==> src/rtl/hazard_stall_ctrl_pkg.sv <==
// Shared definitions for the pipeline hazard/stall controller.
// Provides the FSM state encoding, the zero-register index, the default
// multi-cycle latency, the control-output bundle and a load-use helper.
package pipe_ctrl_pkg;

    localparam int unsigned REG_W         = 5;
    localparam int unsigned MC_CYCLES_DEF = 4;

    localparam logic [REG_W-1:0] REG_ZERO = 5'd0;

    // FSM state encoding
    localparam logic [0:0] ST_RUN     = 1'b0;
    localparam logic [0:0] ST_MC_BUSY = 1'b1;

    // Control outputs toward the pipeline registers
    typedef struct packed {
        logic pc_write;
        logic if2id_write;
        logic if2id_flush;
        logic id2exe_bubble;
        logic id2exe_hold;
        logic mc_busy;
        logic mc_done;
    } ctrl_t;

    localparam ctrl_t CTRL_DEFAULT = '{
        pc_write:      1'b1,
        if2id_write:   1'b1,
        if2id_flush:   1'b0,
        id2exe_bubble: 1'b0,
        id2exe_hold:   1'b0,
        mc_busy:       1'b0,
        mc_done:       1'b0
    };

    // A load in EXE targets a register the ID instruction reads
    function automatic logic load_use(
        input logic [REG_W-1:0] id_rs,
        input logic [REG_W-1:0] id_rt,
        input logic             id_uses_rs,
        input logic             id_uses_rt,
        input logic             exe_mem_read,
        input logic [REG_W-1:0] exe_rt
    );
        return exe_mem_read && (exe_rt != REG_ZERO) &&
               ((id_uses_rs && (id_rs == exe_rt)) ||
                (id_uses_rt && (id_rt == exe_rt)));
    endfunction

endpackage

==> src/rtl/hazard_stall_ctrl_if.sv <==
// Bus between the pipeline datapath/decoder and the hazard/stall controller.
// master: pipeline side (drives hazard inputs, consumes enables/controls).
// slave:  controller side (consumes hazard inputs, drives enables/controls).
interface hazard_stall_ctrl_if #(
    parameter int unsigned STAT_W = 16
);
    import pipe_ctrl_pkg::*;

    logic [REG_W-1:0]  id_rs;
    logic [REG_W-1:0]  id_rt;
    logic              id_uses_rs;
    logic              id_uses_rt;
    logic              exe_mem_read;
    logic [REG_W-1:0]  exe_rt;
    logic              exe_mc_start;
    logic              branch_taken;
    logic              stat_clr;

    logic              pc_write;
    logic              if2id_write;
    logic              if2id_flush;
    logic              id2exe_bubble;
    logic              id2exe_hold;
    logic              mc_busy;
    logic              mc_done;
    logic [STAT_W-1:0] stall_cycles;

    modport master (
        output id_rs, id_rt, id_uses_rs, id_uses_rt, exe_mem_read, exe_rt,
               exe_mc_start, branch_taken, stat_clr,
        input  pc_write, if2id_write, if2id_flush, id2exe_bubble, id2exe_hold,
               mc_busy, mc_done, stall_cycles
    );

    modport slave (
        input  id_rs, id_rt, id_uses_rs, id_uses_rt, exe_mem_read, exe_rt,
               exe_mc_start, branch_taken, stat_clr,
        output pc_write, if2id_write, if2id_flush, id2exe_bubble, id2exe_hold,
               mc_busy, mc_done, stall_cycles
    );

endinterface

==> src/rtl/hazard_stall_ctrl_sat_counter.sv <==
// Saturating up-counter with synchronous clear; clear wins over increment.
// Ports: clk, rst (sync active-low), inc, clr, count[W-1:0].
module sat_counter #(
    parameter int unsigned W = 16
) (
    input  logic         clk,
    input  logic         rst,
    input  logic         inc,
    input  logic         clr,
    output logic [W-1:0] count
);

    logic [W-1:0] count_q;
    logic [W-1:0] count_d;

    // Next count: clear, else increment until all-ones
    always_comb begin
        count_d = count_q;
        if (clr) begin
            count_d = '0;
        end else if (inc && (count_q != '1)) begin
            count_d = count_q + W'(1);
        end
    end

    always_ff @(posedge clk) begin
        if (!rst) begin
            count_q <= '0;
        end else begin
            count_q <= count_d;
        end
    end

    assign count = count_q;

endmodule

==> src/rtl/hazard_stall_ctrl.sv <==
// Pipeline hazard/stall controller for the ID/EXE boundary.
// Inserts a bubble on load-use, flushes IF/ID on a taken branch and holds
// EXE for MC_CYCLES cycles during a multi-cycle ALU op; counts stall cycles.
// Ports: clk, rst (sync active-low), bus (slave modport: hazard inputs in,
// PC/IF-ID/ID-EXE controls, mc_busy/mc_done and stall_cycles out).
// Control outputs are combinational from state and inputs.
module hazard_stall_ctrl
    import pipe_ctrl_pkg::*;
#(
    parameter int unsigned MC_CYCLES = MC_CYCLES_DEF,
    parameter int unsigned STAT_W    = 16
) (
    input  logic               clk,
    input  logic               rst,
    hazard_stall_ctrl_if.slave bus
);

    localparam int unsigned CNT_W = (MC_CYCLES > 2) ? $clog2(MC_CYCLES) : 1;

    logic [0:0]       state_q, state_d;
    logic [CNT_W-1:0] cnt_q,   cnt_d;
    ctrl_t            ctrl;
    logic             lu;

    assign lu = load_use(bus.id_rs, bus.id_rt, bus.id_uses_rs, bus.id_uses_rt,
                         bus.exe_mem_read, bus.exe_rt);

    // Next-state and control outputs; reset forces default controls
    always_comb begin
        ctrl    = CTRL_DEFAULT;
        state_d = state_q;
        cnt_d   = cnt_q;
        if (rst) begin
            if (state_q == ST_MC_BUSY) begin
                ctrl.mc_busy = 1'b1;
                if (cnt_q != '0) begin
                    ctrl.pc_write    = 1'b0;
                    ctrl.if2id_write = 1'b0;
                    ctrl.id2exe_hold = 1'b1;
                    cnt_d            = cnt_q - CNT_W'(1);
                end else begin
                    // Last EXE cycle of the op: release the front end
                    ctrl.mc_done = 1'b1;
                    state_d      = ST_RUN;
                end
            end else begin
                if (bus.branch_taken) begin
                    ctrl.if2id_flush   = 1'b1;
                    ctrl.id2exe_bubble = 1'b1;
                end else if (bus.exe_mc_start) begin
                    ctrl.pc_write    = 1'b0;
                    ctrl.if2id_write = 1'b0;
                    ctrl.id2exe_hold = 1'b1;
                    ctrl.mc_busy     = 1'b1;
                    state_d          = ST_MC_BUSY;
                    // First busy cycle is this one; done fires when cnt hits 0
                    cnt_d            = CNT_W'(MC_CYCLES - 2);
                end else if (lu) begin
                    ctrl.pc_write      = 1'b0;
                    ctrl.if2id_write   = 1'b0;
                    ctrl.id2exe_bubble = 1'b1;
                end
            end
        end
    end

    always_ff @(posedge clk) begin
        if (!rst) begin
            state_q <= ST_RUN;
            cnt_q   <= '0;
        end else begin
            state_q <= state_d;
            cnt_q   <= cnt_d;
        end
    end

    sat_counter #(
        .W (STAT_W)
    ) u_stall_cnt (
        .clk   (clk),
        .rst   (rst),
        .inc   (!ctrl.pc_write),
        .clr   (bus.stat_clr),
        .count (bus.stall_cycles)
    );

    assign bus.pc_write      = ctrl.pc_write;
    assign bus.if2id_write   = ctrl.if2id_write;
    assign bus.if2id_flush   = ctrl.if2id_flush;
    assign bus.id2exe_bubble = ctrl.id2exe_bubble;
    assign bus.id2exe_hold   = ctrl.id2exe_hold;
    assign bus.mc_busy       = ctrl.mc_busy;
    assign bus.mc_done       = ctrl.mc_done;

endmodule

==> src/flat_wrapper.sv <==
// flat-port wrapper written by rule: the top's interface ports become plain ports
module hazard_stall_ctrl_flat import pipe_ctrl_pkg::*;
#(
    parameter int unsigned MC_CYCLES = MC_CYCLES_DEF,
    parameter int unsigned STAT_W    = 16
)
  (clk, rst, bus_id_rs, bus_id_rt, bus_id_uses_rs, bus_id_uses_rt, bus_exe_mem_read, bus_exe_rt, bus_exe_mc_start, bus_branch_taken, bus_stat_clr, bus_pc_write, bus_if2id_write, bus_if2id_flush, bus_id2exe_bubble, bus_id2exe_hold, bus_mc_busy, bus_mc_done, bus_stall_cycles);
  hazard_stall_ctrl_if #(.STAT_W(STAT_W)) bus_i ();
  input  logic clk;
  input  logic rst;
  input wire logic [$bits(bus_i.id_rs)-1:0] bus_id_rs;
  input wire logic [$bits(bus_i.id_rt)-1:0] bus_id_rt;
  input wire logic [$bits(bus_i.id_uses_rs)-1:0] bus_id_uses_rs;
  input wire logic [$bits(bus_i.id_uses_rt)-1:0] bus_id_uses_rt;
  input wire logic [$bits(bus_i.exe_mem_read)-1:0] bus_exe_mem_read;
  input wire logic [$bits(bus_i.exe_rt)-1:0] bus_exe_rt;
  input wire logic [$bits(bus_i.exe_mc_start)-1:0] bus_exe_mc_start;
  input wire logic [$bits(bus_i.branch_taken)-1:0] bus_branch_taken;
  input wire logic [$bits(bus_i.stat_clr)-1:0] bus_stat_clr;
  output wire logic [$bits(bus_i.pc_write)-1:0] bus_pc_write;
  output wire logic [$bits(bus_i.if2id_write)-1:0] bus_if2id_write;
  output wire logic [$bits(bus_i.if2id_flush)-1:0] bus_if2id_flush;
  output wire logic [$bits(bus_i.id2exe_bubble)-1:0] bus_id2exe_bubble;
  output wire logic [$bits(bus_i.id2exe_hold)-1:0] bus_id2exe_hold;
  output wire logic [$bits(bus_i.mc_busy)-1:0] bus_mc_busy;
  output wire logic [$bits(bus_i.mc_done)-1:0] bus_mc_done;
  output wire logic [$bits(bus_i.stall_cycles)-1:0] bus_stall_cycles;
  assign bus_i.id_rs = bus_id_rs;
  assign bus_i.id_rt = bus_id_rt;
  assign bus_i.id_uses_rs = bus_id_uses_rs;
  assign bus_i.id_uses_rt = bus_id_uses_rt;
  assign bus_i.exe_mem_read = bus_exe_mem_read;
  assign bus_i.exe_rt = bus_exe_rt;
  assign bus_i.exe_mc_start = bus_exe_mc_start;
  assign bus_i.branch_taken = bus_branch_taken;
  assign bus_i.stat_clr = bus_stat_clr;
  assign bus_pc_write = bus_i.pc_write;
  assign bus_if2id_write = bus_i.if2id_write;
  assign bus_if2id_flush = bus_i.if2id_flush;
  assign bus_id2exe_bubble = bus_i.id2exe_bubble;
  assign bus_id2exe_hold = bus_i.id2exe_hold;
  assign bus_mc_busy = bus_i.mc_busy;
  assign bus_mc_done = bus_i.mc_done;
  assign bus_stall_cycles = bus_i.stall_cycles;
  hazard_stall_ctrl #(.MC_CYCLES(MC_CYCLES), .STAT_W(STAT_W)) u_core (.clk(clk), .rst(rst), .bus(bus_i));
endmodule
==> config.mk <==
export PLATFORM = sky130hd
export DESIGN_NAME = hazard_stall_ctrl_flat
export DESIGN_NICKNAME = d
export VERILOG_FILES = /design/src/rtl/hazard_stall_ctrl_pkg.sv /design/src/rtl/hazard_stall_ctrl_if.sv /design/src/rtl/hazard_stall_ctrl_sat_counter.sv /design/src/rtl/hazard_stall_ctrl.sv /design/src/flat_wrapper.sv
export SDC_FILE = /design/constraint.sdc
export NUM_CORES = 1
export LEC_CHECK = 0
export BUFFER_PORTS_ARGS = -buffer_cell sky130_fd_sc_hd__buf_4
export CAP_MARGIN = 10
export CORE_MARGIN = 1
export CORE_UTILIZATION = 43
export DETAILED_ROUTE_END_ITERATION = 12
export PLACE_DENSITY = 0.75
export SETUP_SLACK_MARGIN = 0.05
export SYNTH_ARGS = -nofsm -noshare
export SYNTH_HDL_FRONTEND = slang
export SYNTH_SLANG_ARGS = --single-unit
==> constraint.sdc <==
create_clock -name clk -period 1.83 [get_ports clk]
set_input_delay 0.2745 -clock clk [delete_from_list [all_inputs] [get_ports clk]]
set_output_delay 0.2745 -clock clk [all_outputs]
set_load 0.01 [all_outputs]
==> results.txt <==
- Final hold violation count: 0
* IR drop worst, VDD: 0.420 mV
* Global route total overflow: 0
- STA puts the critical path data arrival time at 2.32 ns.
- In the finished design, the share of the clock period the worst path needs comes to 115%.
- Synthesized net count: 175
- Detailed placer's ending HPWL: 2600 um
* Layout cell share with drive strength beyond 1: 63.2%
* RSZ-0062 raised after global routing: yes
* Number of buffers created by CTS: 3
* Number of vias after detailed routing: 1671
- Total routing usage reported by global routing: 32.7%
- In this run the number of H-tree levels came out at 1.
- Worst slew margin relative to its limit: 48.6%
- Summing all placed instances gives a cell area of 1810 um^2.
- Post-layout net count: 268
- After synthesis, the mean cell area works out to 7.77 um^2.
* Commonest cells after routing, fill and taps aside: sky130_fd_sc_hd__buf_4, sky130_fd_sc_hd__buf_6
* Final critical path time including I/O delays and setup: 2.10 ns
* Final-report max-slew violation count: 0
- Most used flip-flop cell after synthesis: sky130_fd_sc_hd__dfxtp_1
* Width of the die: 54.1 um
- Summed over all cells, the static leakage comes to 0.976 nW.
- Summed area of non-filler cells in the final layout: 2280 um^2
- First DRT Iteration DRCs: 85
* Dominant cells by area after synthesis: sky130_fd_sc_hd__dfxtp_1, sky130_fd_sc_hd__xnor2_1, sky130_fd_sc_hd__a21oi_1
- Routability-driven placement finished with a final weighted congestion of 0.822.
- Cells after synthesis: 150
* Power density over cell area: 427 nW/um^2
- Clock Tree Buf Depth: 2
* Maximum clock frequency: 476 MHz
- The layout has 105 filler cells.
- Clock tree synthesis found a total of 19 sinks.
- Initial standard-cell utilization of the core: 46.2%
* Die boundary height: 54.1 um
* Count of warnings emitted by yosys: 0
* Type of element launching the critical path: flip-flop
* Largest area contributor in the synthesized netlist: sky130_fd_sc_hd__dfxtp_1
* Worst-Margin Slew: 0.772 ns
* Area of the mapped netlist: 1170 um^2
- After synthesis, the largest area contributor takes up 32.6% of total cell area.
- In the post-route analysis, the smallest setup slack over all paths is -0.271 ns.
- Compared with the post-synthesis result, the final layout area differs by 95.3%.
- The final reports fail on setup timing.
- Initial DRT Pass Iterations: 6
- The detailed router put a total of 1950 um of wire on met1.
- Count of state elements after synthesis: 19
* Number of buffer cells added on primary ports: 45
- Accumulated negative setup slack: -1.69 ns
- Maximum number of pins on one net before global-route repair: 17
- The run finished, with violations left.
- STA classifies the critical path endpoint as a flip-flop.
* PnR Total Power: 0.973 mW
* Leading cell type in the layout, fill and taps excluded: sky130_fd_sc_hd__buf_4
- Initial antenna violation count: 0
* Cell variety after synth: 40
- In this run the remaining antenna-violating nets after routing total 0.
- Core area: 2520 um^2
- 0 antenna diodes ended up in the layout.
- Peak fanout along the critical path: 3
- Routed wire length on met2: 2830 um
* Critical path type: flip-flop to flip-flop
- Clock Pin Slew Worst Setup and Hold Paths: 0.12 ns
- Global-route wire length before repair: 6740 um
- The routed design uses 461 um of met3 wire.
- Final WL: 5540 um
- Worst slack at placement: -0.195 ns
- Cell chosen for the clock root: sky130_fd_sc_hd__clkbuf_4
- Die outline area: 2920 um^2
- Rows: 18
- Clock latency of the later-clocked register in the worst-skew pair: 0.31 ns
- On the final layout, the worst clock skew is 0.00746 ns.
- Max_cap viols: 0
- The synthesized design contains 0 enable-type register cells.
- Sequential share of the synthesized area: 32.6%
- Residual DRC count: 0
- Req. time, crit path: 2.05 ns
- Number of top-level pins: 46
- Detail-routed via count per cell: 6.14
- Via count of the first global-routing pass: 1494
- Fraction of registers with async set or reset after synthesis: 0%
* Top metal layer carrying routed signals: met4
- Dividing the detail-routed wire length by the instance count gives 20.4 um.
- TritonCTS built the clock tree.
- The path class of the tightest hold or removal check is input port to flip-flop.
- Setup violations remaining at the end of the flow were counted as 17.
[kinds of logic after synthesis]
group / count (synthesis) / synth area share [%]
AND/OR/NAND/NOR: 66 / 31.9
adder cells (fa/ha/maj): 2 / 2.15
AO/OA/AOI/OAI: 37 / 18.7
buffers and inverters: 13 / 4.83
multiplexers: 1 / 0.858
flip-flops: 19 / 32.6
XOR/XNOR: 12 / 9.01
[state kept, by name, indices dropped and copies added (netlist names)]
signal                    flops
u_core.u_stall_cnt.count     16
u_core.cnt_q                  2
u_core.state_q                1
[repair_timing]
item,CTS,global route
pin swaps,32,25
buffers inserted,16,3
gates resized for setup,31,34
endpoints found under the setup margin,16,20
gates cloned,1,0
hold buffers,0,0
[path summary, 6_finish.rpt]
kind                                     from                      endpoint  slack (ns)  cells after the start
setup / recovery  u_core.u_stall_cnt.count[9]  u_core.u_stall_cnt.count[15]       -0.27                      6
hold / removal                            rst               u_core.cnt_q[1]        0.26                      2
setup reg to reg  u_core.u_stall_cnt.count[9]  u_core.u_stall_cnt.count[15]       -0.27                      6
hold reg to reg               u_core.cnt_q[1]               u_core.cnt_q[1]        0.51                      1
[cell type report]
| class | instances | area (um^2) | share of cell area [%] |
|---|---|---|---|
| clock buffers | 3 | 22.5 | 0.989 |
| clock inverters | 1 | 7.51 | 0.330 |
| inverters | 6 | 22.5 | 0.989 |
| multi-input cells | 118 | 1000 | 44.1 |
| flip-flops and latches | 19 | 403 | 17.7 |
| well taps | 30 | 37.5 | 1.65 |
| repair buffers | 95 | 781 | 34.3 |
[where the power goes]
part	total [mW]	leakage, nW	switching [mW]	internal [mW]
logic	0.322	0.803	0.150	0.172
clock network	0.231	0.0139	0.148	0.0833
registers	0.419	0.160	0.00469	0.415
total	0.973	0.976	0.303	0.670
[worst max-delay path: stages (launching register included)]
cell and delay (ns):
sky130_fd_sc_hd__dfxtp_1 0.35, sky130_fd_sc_hd__nand4_1 0.25, sky130_fd_sc_hd__nor2_2 0.23, sky130_fd_sc_hd__nand2_1 0.11
sky130_fd_sc_hd__or4_4 0.48, sky130_fd_sc_hd__or3_1 0.36, sky130_fd_sc_hd__a21oi_1 0.22
[metrics by stage]
stage	util, %	cells	hold WS (ns)
finish	90.3	272	0.256
global route	90.3	272	0.248
CTS	83.4	270	0.250
detailed placement	71.7	249	0.495
global placement	71.7	249	0.482
floorplan	-	150	0.472
[metal layers]
layer	vias to the layer above	GRT usage (%)
met2	115	59.5
met5	-	0
li1	726	-
met1	794	33.1
met3	36	10.7
met4	0	16.2
[Yosys cell counts (2+ instances only)]
cell and number:
sky130_fd_sc_hd__nand3_1 7, sky130_fd_sc_hd__nand4_1 5, sky130_fd_sc_hd__o211a_1 2, sky130_fd_sc_hd__clkbuf_1 2
sky130_fd_sc_hd__inv_1 6, sky130_fd_sc_hd__a21oi_1 15, sky130_fd_sc_hd__xnor2_1 10, sky130_fd_sc_hd__xor2_1 2
sky130_fd_sc_hd__and2_1 2, sky130_fd_sc_hd__nor2b_1 2, sky130_fd_sc_hd__nor2_1 7, sky130_fd_sc_hd__o21ai_0 12
sky130_fd_sc_hd__ha_1 2, sky130_fd_sc_hd__dfxtp_1 19, sky130_fd_sc_hd__or4_1 2, sky130_fd_sc_hd__nand2_1 14
sky130_fd_sc_hd__or3_1 12, sky130_fd_sc_hd__or3_2 2, sky130_fd_sc_hd__nor3b_1 2, sky130_fd_sc_hd__buf_2 2
sky130_fd_sc_hd__nand2b_1 3, sky130_fd_sc_hd__and3_1 2
No activity file was read; power rests on OpenSTA's default activity.
